## src/rtl/snake_pkg.sv

```systemverilog
// Shared constants for the snake game: heading encodings, key bit indices and debounce length.
package snake_pkg;

  localparam logic [1:0] DIR_UP    = 2'b00;
  localparam logic [1:0] DIR_DOWN  = 2'b01;
  localparam logic [1:0] DIR_LEFT  = 2'b10;
  localparam logic [1:0] DIR_RIGHT = 2'b11;

  localparam int unsigned KEY_RIGHT = 0;
  localparam int unsigned KEY_LEFT  = 1;
  localparam int unsigned KEY_DOWN  = 2;
  localparam int unsigned KEY_UP    = 3;

  // 20 ms at 50 MHz
  localparam int unsigned DEBOUNCE_20MS = 1_000_000;

  // Opposite heading differs only in the low bit (UP<->DOWN, LEFT<->RIGHT).
  function automatic logic [1:0] dir_reverse(input logic [1:0] d);
    return {d[1], ~d[0]};
  endfunction

endpackage

```

## src/rtl/key_debounce_cell.sv

```systemverilog
// One key: 2-flop synchroniser, stable-run debouncer and registered press-edge pulse.
module key_debounce_cell
  import snake_pkg::*;
#(
  parameter int unsigned DEBOUNCE_CYCLES = DEBOUNCE_20MS,
  parameter int unsigned CNT_W           = 24
) (
  input  logic clk,
  input  logic rst,
  input  logic key_raw_n,
  output logic key_db_n,
  output logic key_press
);

  typedef enum logic {StStable, StCounting} db_state_e;

  localparam logic [CNT_W-1:0] LastCnt = CNT_W'(DEBOUNCE_CYCLES - 1);

  db_state_e        state_q, state_d;
  logic [CNT_W-1:0] cnt_q, cnt_d;
  logic [1:0]       sync_q;
  logic             level_q, level_d;
  logic             press_q, press_d;
  logic             flip;
  logic             s;

  assign s = sync_q[1];

  always_ff @(posedge clk) begin
    if (rst) begin
      sync_q <= 2'b11;
    end else begin
      sync_q <= {sync_q[0], key_raw_n};
    end
  end

  always_ff @(posedge clk) begin
    if (rst) begin
      state_q <= StStable;
      cnt_q   <= '0;
      level_q <= 1'b1;
      press_q <= 1'b0;
    end else begin
      state_q <= state_d;
      cnt_q   <= cnt_d;
      level_q <= level_d;
      press_q <= press_d;
    end
  end

  always_comb begin
    state_d = state_q;
    cnt_d   = cnt_q;
    flip    = 1'b0;
    unique case (state_q)
      StStable: begin
        cnt_d = '0;
        if (s != level_q) begin
          state_d = StCounting;
          cnt_d   = CNT_W'(1);
        end
      end
      StCounting: begin
        if (s == level_q) begin
          state_d = StStable;
          cnt_d   = '0;
        end else if (cnt_q == LastCnt) begin
          state_d = StStable;
          cnt_d   = '0;
          flip    = 1'b1;
        end else begin
          cnt_d = cnt_q + CNT_W'(1);
        end
      end
      default: begin
        state_d = StStable;
        cnt_d   = '0;
      end
    endcase
  end

  // Press pulse is registered alongside the level so it aligns with the first low cycle.
  always_comb begin
    level_d = level_q ^ flip;
    press_d = flip & level_q;
  end

  assign key_db_n  = level_q;
  assign key_press = press_q;

endmodule

```

## src/rtl/key_input_unit.sv

```systemverilog
// Four debounced push buttons plus the snake heading register with reversal rejection.
module key_input_unit
  import snake_pkg::*;
#(
  parameter int unsigned DEBOUNCE_CYCLES = DEBOUNCE_20MS,
  parameter int unsigned CNT_W           = 24
) (
  input  logic       clk,
  input  logic       rst,
  input  logic [3:0] key_raw_n,
  input  logic       dir_clear,
  output logic [3:0] key_db_n,
  output logic [3:0] key_press,
  output logic [1:0] dir,
  output logic       dir_changed
);

  logic [1:0] dir_q, dir_d;
  logic       chg_q, chg_d;
  logic [1:0] cand;

  for (genvar i = 0; i < 4; i++) begin : g_key
    key_debounce_cell #(
      .DEBOUNCE_CYCLES(DEBOUNCE_CYCLES),
      .CNT_W          (CNT_W)
    ) u_cell (
      .clk      (clk),
      .rst      (rst),
      .key_raw_n(key_raw_n[i]),
      .key_db_n (key_db_n[i]),
      .key_press(key_press[i])
    );
  end

  always_ff @(posedge clk) begin
    if (rst) begin
      dir_q <= DIR_RIGHT;
      chg_q <= 1'b0;
    end else begin
      dir_q <= dir_d;
      chg_q <= chg_d;
    end
  end

  // Only the top-priority press is considered; a reversal is dropped without fallback.
  always_comb begin
    cand = DIR_RIGHT;
    if (key_press[KEY_UP]) begin
      cand = DIR_UP;
    end else if (key_press[KEY_DOWN]) begin
      cand = DIR_DOWN;
    end else if (key_press[KEY_LEFT]) begin
      cand = DIR_LEFT;
    end
    dir_d = dir_q;
    if (dir_clear) begin
      dir_d = DIR_RIGHT;
    end else if ((|key_press) && (cand != dir_reverse(dir_q))) begin
      dir_d = cand;
    end
    chg_d = (dir_d != dir_q);
  end

  assign dir         = dir_q;
  assign dir_changed = chg_q;

endmodule

```

## config.mk

```make
export PLATFORM = sky130hd
export DESIGN_NAME = key_input_unit
export DESIGN_NICKNAME = d
export VERILOG_FILES = /design/src/rtl/snake_pkg.sv /design/src/rtl/key_debounce_cell.sv /design/src/rtl/key_input_unit.sv
export SDC_FILE = /design/constraint.sdc
export NUM_CORES = 1
export LEC_CHECK = 0
export CORE_MARGIN = 2
export CORE_UTILIZATION = 45
export DETAILED_ROUTE_END_ITERATION = 12
export PLACE_DENSITY = 0.68
export SYNTH_ARGS = -nofsm -noshare
export SYNTH_HDL_FRONTEND = slang
export SYNTH_SLANG_ARGS = --single-unit
```

## constraint.sdc

```tcl
create_clock -name clk -period 4.4 [get_ports clk]
set_clock_uncertainty 0.05 [all_clocks]
set_input_delay 1.1 -clock clk [delete_from_list [all_inputs] [get_ports clk]]
set_output_delay 1.1 -clock clk [all_outputs]
set_load 0.02 [all_outputs]
```

-- Word level (Yosys, flattened, before mapping)
Cells that the tools add are included.
Widths: inputs -> output; s select.
- add/sub/neg operators: 4
- multipliers: 0
- divide/modulo/power cells: 0
- order comparisons: 0
- eq/ne operators: 14
- shifts and indexed selects: 0
- multiplexer cells: 49
- bitwise operators: 13
- reduce and logical (&&, ||, !) cells: 2
- operators with widths (operator ; number):
    $mux 24 ; 8
    $pmux 24 s2 ; 4
    $add 24x1->24 const B ; 4
    $eq 24x20->1 const B ; 4
    $mux 1 ; 29
    $mux 2 ; 4
    $pmux 1 s2 ; 4
    $not 1->1 ; 5
    $and 1x1->1 ; 4
    $eq 1x1->1 ; 4
    $ne 1x1->1 ; 4
    $ne 2x2->1 ; 2
    $reduce_or 4->1 ; 1
    $xor 1x1->1 ; 4
    $logic_and 1x1->1 ; 1
- register bits: 119
- bits in latches: 0
- RAM bits: 0
- bits in read-only memories: 0
- output and inout port bits: 11
- memories: 0

-- Longest topological paths before layout
Gate-level depths: netlist of run 1.
- depth in word-level cells: 8
- mapped depth: 7

-- Modules after synthesis
Synthesis of run 1 repeated with hierarchy kept, for this count alone.
- cell total of the unflattened synthesis: 601
- area, all modules: 5486.5 sq um
- by module, submodules not included (module ; times used ; cells an instance ; area each (sq um) ; seq. area each (sq um)):
    key_debounce_cell ; 4 ; 146 ; 1333.8 ; 580.6
    key_input_unit ; 1 ; 17 ; 151.4 ; 60.1

-- Least setup slack after synthesis of run 1
OpenSTA, ideal clock, no wires.
- path type: input -> register
- from: input port rst
- to: register g_key[0].u_cell.state_q
- library setup time: 0.138 ns
- arrival time: 1.989 ns
- path slack: 2.223 ns
- cell stages on the path: 5
- cell sequence: clkbuf_1 > nor2b_1 > o211ai_1 > clkbuf_1 > o21ai_0
- RTL lines (item ; RTL line ; RTL):
    start: declaration ; key_input_unit.sv:9 ; input logic rst,
    end signal: assignment ; key_debounce_cell.sv:39 ; state_q <= StStable;
    end signal: assignment ; key_debounce_cell.sv:44 ; state_q <= state_d;
    end: declaration ; key_debounce_cell.sv:19 ; db_state_e state_q, state_d;

-- Final worst setup path of run 1
- from: register dir_q[1] (netlist: dir[1])
- to: output port dir[1]
- RTL lines (item ; RTL line ; RTL):
    start: declaration ; key_input_unit.sv:18 ; logic [1:0] dir_q, dir_d;
    start signal: assignment ; key_input_unit.sv:40 ; dir_q <= dir_d;
    end: declaration ; key_input_unit.sv:14 ; output logic [1:0] dir,
No word-level cell between the ends.

==> results.toml, run 1 <==
[status]
status = "finished, violations left"
violations = "DRC"

[die]
std_cell_rows = 39
core_area_mm2 = 0.01152
die_area_mm2 = 0.01279
dieHeight_um = 113.1
io_pins = 18
start_util_pct = 46.50
die_x_um = 113.1

[timing]
post-route-period-util_pct = 59.57
clock.fmax_ghz = 0.3815
worstMarginPinSlew_ns = 0.7843
min_period_ns = 2.621
finalSetupTns_ns = 0
slew-limit-headroom_pct = 47.71
hold_viol = 0
setup_ws_ns = 1.779
setup_viol = 0
drv_slew = 0
rsz0062_at_grt = "no"

[synthesis]
yosysWarnings = 0
yosysUniqueCellTypes = 41
synth.avg_cell_area_um2 = 8.582
synth-seq-cells = 119
ys_seq_area_share_pct = 44.49
synth_fp_nets = 639
syn_inst = 624
synthesis.area_mm2 = 0.005355
yosysTopAreaCellShare_pct = 44.49
synth_area_leaders = "dfxtp_1, xor2_1, a21oi_1"
yosys.area.top_type = "dfxtp_1"
synth.top_cells.by_count = "dfxtp_1, nor2_1, a21oi_1, nand2_1, o21ai_0"
async_flop_share_pct = 0
synthFlopType = "dfxtp_1"
yosysMostFrequentCell = "dfxtp_1"
synth_edf_count = 0

[worst_setup_path]
crit_fanout = 7
end_kind = "output pin"
worst_path_max_delay_cell = "clkdlybuf4s50_1"
crit_chain = "clkdlybuf4s50_1"
worstPathRequired_ns = 3.25
path_delay_family = "buffers and inverters"
cp_num_buf_inv = 1
path_class = "flip-flop to output pin"
critPathMaxStageDelay_ns = 0.65
critPathLaunchType = "flip-flop"
arrival_ns = 1.47

[clocking]
tritoncts = "built"
ctsHoldBuffers = 0
cts_buffer_depth = 2
root_buffer = "clkbuf_16"
post_cts_buffers = 0
cts_buffers = 17
htree_levels = 4
cts_resized = 0
clock_latency_ns = 0.40
cts.sinks = 119
clkTransAtPathRegs_ns = 0.05

[placement]
hpwl_um = 7205
portBuffers = 17
post-place-ws_ns = 1.496
gp_congestion = 0.7971

[power]
power_uw = 2567
p_clk_share_pct = 56.8
p_sw_share_pct = 18.51
vdd_drop_max_uv = 347.7
power_density_mw_per_mm2 = 413.3
net-switching-power_uw = 475.1
combPwrFrac_pct = 0.8
p_leak_uw = 0.001868
seqPwrFrac_pct = 42.4
intPower_uw = 2092

[global_route]
grt_first_pass_wirelength_um = 17900
grt_max_degree = 26
grt_overflow = 0
grt_pass1_vias = 3989
antenna_found_initial = 0
grtUsageTotal_pct = 16.97

[layout]
syn_to_final_growth_pct = 15.98
n_antenna_cell = 0
multiInputGateArea_mm2 = 0.002758
nFillCells = 1040
fin_nets = 646
ff_latch_area_mm2 = 0.002382
drive_gt1_share_pct = 8.723

[routing]
first_iter_violations = 364
viasPerCell = 5.643
drt-pass1-iter-count = 8
postRouteAntennaNets = 0
wl_um = 10620
vias = 4430
drc = 2
wl_per_cell_um = 13.53

[hold_path]
min_path_type = "flip-flop to flip-flop"

[job]
cap_violations = 0
[routing by layer]
layer,global-route usage [%],routed length (um),up-vias
met5,0,0,-
met4,5.935,112,0
met3,4.660,380,13
met2,28.70,5072,83
met1,20.83,5058,2078
li1,-,-,2256
[layout make-up]
type	count	share of cell area, %
Clock buffer	21	7.736
Clock inverter	9	2.377
Inverter	17	1.027
Multi-Input combinational cell	455	44.40
Sequential cell	119	38.36
Tap cell	143	2.881
Timing Repair Buffer	21	3.223
[cell families after synthesis]
group / Yosys count / synth area share [%]
buf+inv: 50 / 4.252
fa+ha+maj: 8 / 1.869
simple gates: 292 / 30.28
xor+xnor: 49 / 8.014
flops: 119 / 44.49
compound gates: 106 / 11.10
[cells in the final DEF, fill, tap and decap left out, types with 2 or more instances in the layout]
cell type,n
nor3b_1,2
clkbuf_8,4
o21ai_0,35
and2_1,3
nor4b_1,2
or4_1,16
or3_1,30
and3_1,9
inv_1,17
a21oi_1,47
nand4_1,29
nand2b_1,3
clkbuf_16,17
nand2_1,40
xnor2_1,22
or4_4,2
xor2_1,27
or2_2,15
clkdlybuf4s50_1,17
and4_1,11
buf_4,4
nor2b_1,10
bufinv_16,4
a211o_1,2
clkinv_2,4
nor4_1,15
nor2_1,59
dfxtp_1,119
ha_1,8
o31ai_1,16
nor3_1,9
nand3_1,32
[final timing paths]
path / to / slack (ns) / cells past startpoint / from
max: dir[1] / 1.78 / 1 / dir[1]
min: g_key[3].u_cell.sync_q[1] / 0.35 / 1 / g_key[3].u_cell.sync_q[0]
max reg2reg: g_key[2].u_cell.cnt_q[0] / 1.90 / 4 / g_key[2].u_cell.cnt_q[9]
min reg2reg: g_key[3].u_cell.sync_q[1] / 0.35 / 1 / g_key[3].u_cell.sync_q[0]
[power by group through the flow]
stage                     clock network, uW  logic (uW)  registers [uW]
after global placement                    0        20.2            1110
after global routing                   1540        23.3            1090
after CTS                              1480        21.2            1090
final                                  1460        20.8            1090
after detailed placement                  0        20.9            1110
after floorplan                           0        11.6            1110
[stage by stage]
stage                     util (%)  hold WS [ns]  instance area [um^2]  instances
after floorplan                  -        0.3395                  5355        624
after global placement       48.48        0.3417                  5583        755
after detailed placement     48.48        0.3423                  5583        755
after CTS                    53.93        0.3551                  6211        785
after global routing         53.93        0.3697                  6211        785
final                        53.93        0.3540                  6211        785
[sequential cells by signal (all words and copies together) (netlist names)]
name                    flops
g_key.u_cell.state_q        4
g_key.u_cell.key_db_n       4
g_key.u_cell.sync_q         8
g_key.u_cell.key_press      4
g_key.u_cell.cnt_q         96
dir                         2
dir_changed                 1
Power figures use the tool's default switching activity.
==> run 2: changes to the inputs <==
--- a/config.mk
+++ b/config.mk
@@ -8,7 +8,7 @@
 export CORE_MARGIN = 2
 export CORE_UTILIZATION = 45
 export DETAILED_ROUTE_END_ITERATION = 12
-export PLACE_DENSITY = 0.68
+export PLACE_DENSITY = 0.7
 export SYNTH_ARGS = -nofsm -noshare
 export SYNTH_HDL_FRONTEND = slang
 export SYNTH_SLANG_ARGS = --single-unit
==> constraint.sdc (replaced) <==
create_clock -name clk -period 2.3 [get_ports clk]
set_clock_uncertainty 0.05 [all_clocks]
set_input_delay 0.575 -clock clk [delete_from_list [all_inputs] [get_ports clk]]
set_output_delay 0.575 -clock clk [all_outputs]
set_load 0.02 [all_outputs]
==> results.toml, run 2 (same netlist as run 1, synthesis figures left out) <==
[layout]
nFillCells = 1023
regMostFlops = "g_key.u_cell.cnt_q"
finalNonFillerCells = 795
largest_reg_flops = 96
mostFrequentLayoutCells = "dfxtp_1, nor2_1, a21oi_1"
n_antenna_cell = 0
mostFrequentLayoutCell = "dfxtp_1"
syn_to_final_growth_pct = 15.96
fin_nets = 657
drive_gt1_share_pct = 9.816
post-route-util_pct = 53.92
reg_top3 = "g_key.u_cell.cnt_q x96, g_key.u_cell.sync_q x8"

[timing]
rsz0062_at_grt = "no"
finalSetupTns_ns = 0
hold_viol = 0
clock.fmax_ghz = 0.4604
worstMarginPinSlew_ns = 0.6172
min_period_ns = 2.172
slew-limit-headroom_pct = 58.61
setup_viol = 0
drv_slew = 0
post-route-period-util_pct = 94.43

[worst_setup_path]
crit_chain = "or4b_2, nor4_2, nand2_1, nor2_1, ha_1, or2_2"
worst_path_max_delay_cell = "or4b_2"
end_kind = "flip-flop"
worstPathRequired_ns = 2.55
arrival_ns = 2.42
startpoint = "g_key[2].u_cell.cnt_q[12]"
critPathMaxStageDelay_ns = 0.69
critPathLaunchType = "flip-flop"
path_class = "flip-flop to flip-flop"
path_delay_family = "simple AND/OR/NAND/NOR gates"
reg2reg_from = "g_key[2].u_cell.cnt_q[12]"
crit_fanout = 5
cp_num_buf_inv = 0

[die]
die_area_mm2 = 0.01279
die_x_um = 113.1
dieHeight_um = 113.1
core_area_mm2 = 0.01152
std_cell_rows = 39
io_pins = 18
start_util_pct = 46.50

[global_route]
grtUsageTotal_pct = 18.00
antenna_found_initial = 0
use_met1_pct = 22.05
grtUsageMet3_pct = 4.981
top_usage_layer = "met2"
grt_max_degree = 26
grt_pass1_vias = 4243
grt_util_met2_pct = 28.74
grt_first_pass_wirelength_um = 18710
grt_overflow = 0

[routing]
viasPerCell = 5.652
first_iter_violations = 282
wl_um = 10930
vias = 4493
drt-pass1-iter-count = 8
drc = 3
wl_per_cell_um = 13.75
postRouteAntennaNets = 0

[clocking]
root_buffer = "clkbuf_16"
cts_buffer_depth = 2
cts_buffers = 17
clkTransAtPathRegs_ns = 0.05
cts.sinks = 119
clock_latency_ns = 0.41
tritoncts = "built"
htree_levels = 4
ctsHoldBuffers = 0

[status]
status = "finished, violations left"
violations = "DRC"

[job]
cap_violations = 0

[placement]
hpwl_um = 7421
dp_cells = 766
gp_congestion = 0.8084
portBuffers = 17

[power]
vdd_drop_max_uv = 616.9
p_leak_uw = 0.001878
power_density_mw_per_mm2 = 708.9

[hold_path]
hp-start = "g_key[2].u_cell.sync_q[0]"
min_path_type = "flip-flop to flip-flop"
run 2: changes by cell type in the layout (fill, tap and decap cells not counted):
cell and delta:
clkinv_2 +1, nor4_1 -2, clkinvlp_4 -1, clkbuf_8 -1, bufinv_16 -4, nor4_2 +2, buf_12 +2, buf_4 +9
clkbuf_1 +4
run 2: metal layers:
layer	vias to the layer above	wire length [um]	part of all wire, %
met5	-	0	0
met4	0	240	2.2
met3	19	421	3.9
met2	77	5208	48
met1	2120	5060	46
li1	2277	-	-
run 2: final timing paths:
kind / endpoint / slack (ns) / depth (start not counted)
hold / removal: g_key[2].u_cell.sync_q[1] / 0.36 / 1
hold reg to reg: g_key[2].u_cell.sync_q[1] / 0.36 / 1
setup reg to reg: g_key[2].u_cell.key_db_n / 0.13 / 6
setup / recovery: g_key[2].u_cell.key_db_n / 0.13 / 6
run 2: final cells by class:
type	count	area, um^2	area share (%)
inverters	17	63.81	1.028
multi-input cells	455	2770	44.61
repair buffers	32	307.8	4.957
flip-flops and latches	119	2382	38.36
clock buffers	24	481.7	7.757
well taps	143	178.9	2.881
clock inverters	5	25.02	0.4030
run 2: power breakdown:
group          internal, uW  leakage [uW]  switching, uW
clock                  1430      0.000255            850
combinational          23.1      0.000662           19.3
sequential             2080      0.000961           6.31
run 2: what timing repair did:
item                                    CTS  global route
endpoints found under the hold margin     0             0
resized for setup                         0             2
setup buffers                             0             0
endpoints found under the setup margin    0             2
run 2: per-stage QoR:
step	setup WS (ns)	hold slack, ns	instance area, um^2	power, uW
final	0.1281	0.3607	6210	4402
after global routing	0.02627	0.3674	6210	4542
after CTS	0.01853	0.3616	6197	4447
after floorplan	0.2671	0.3395	5355	2144
after detailed placement	0.09215	0.3513	5690	2166
after global placement	0.1370	0.3432	5690	2165
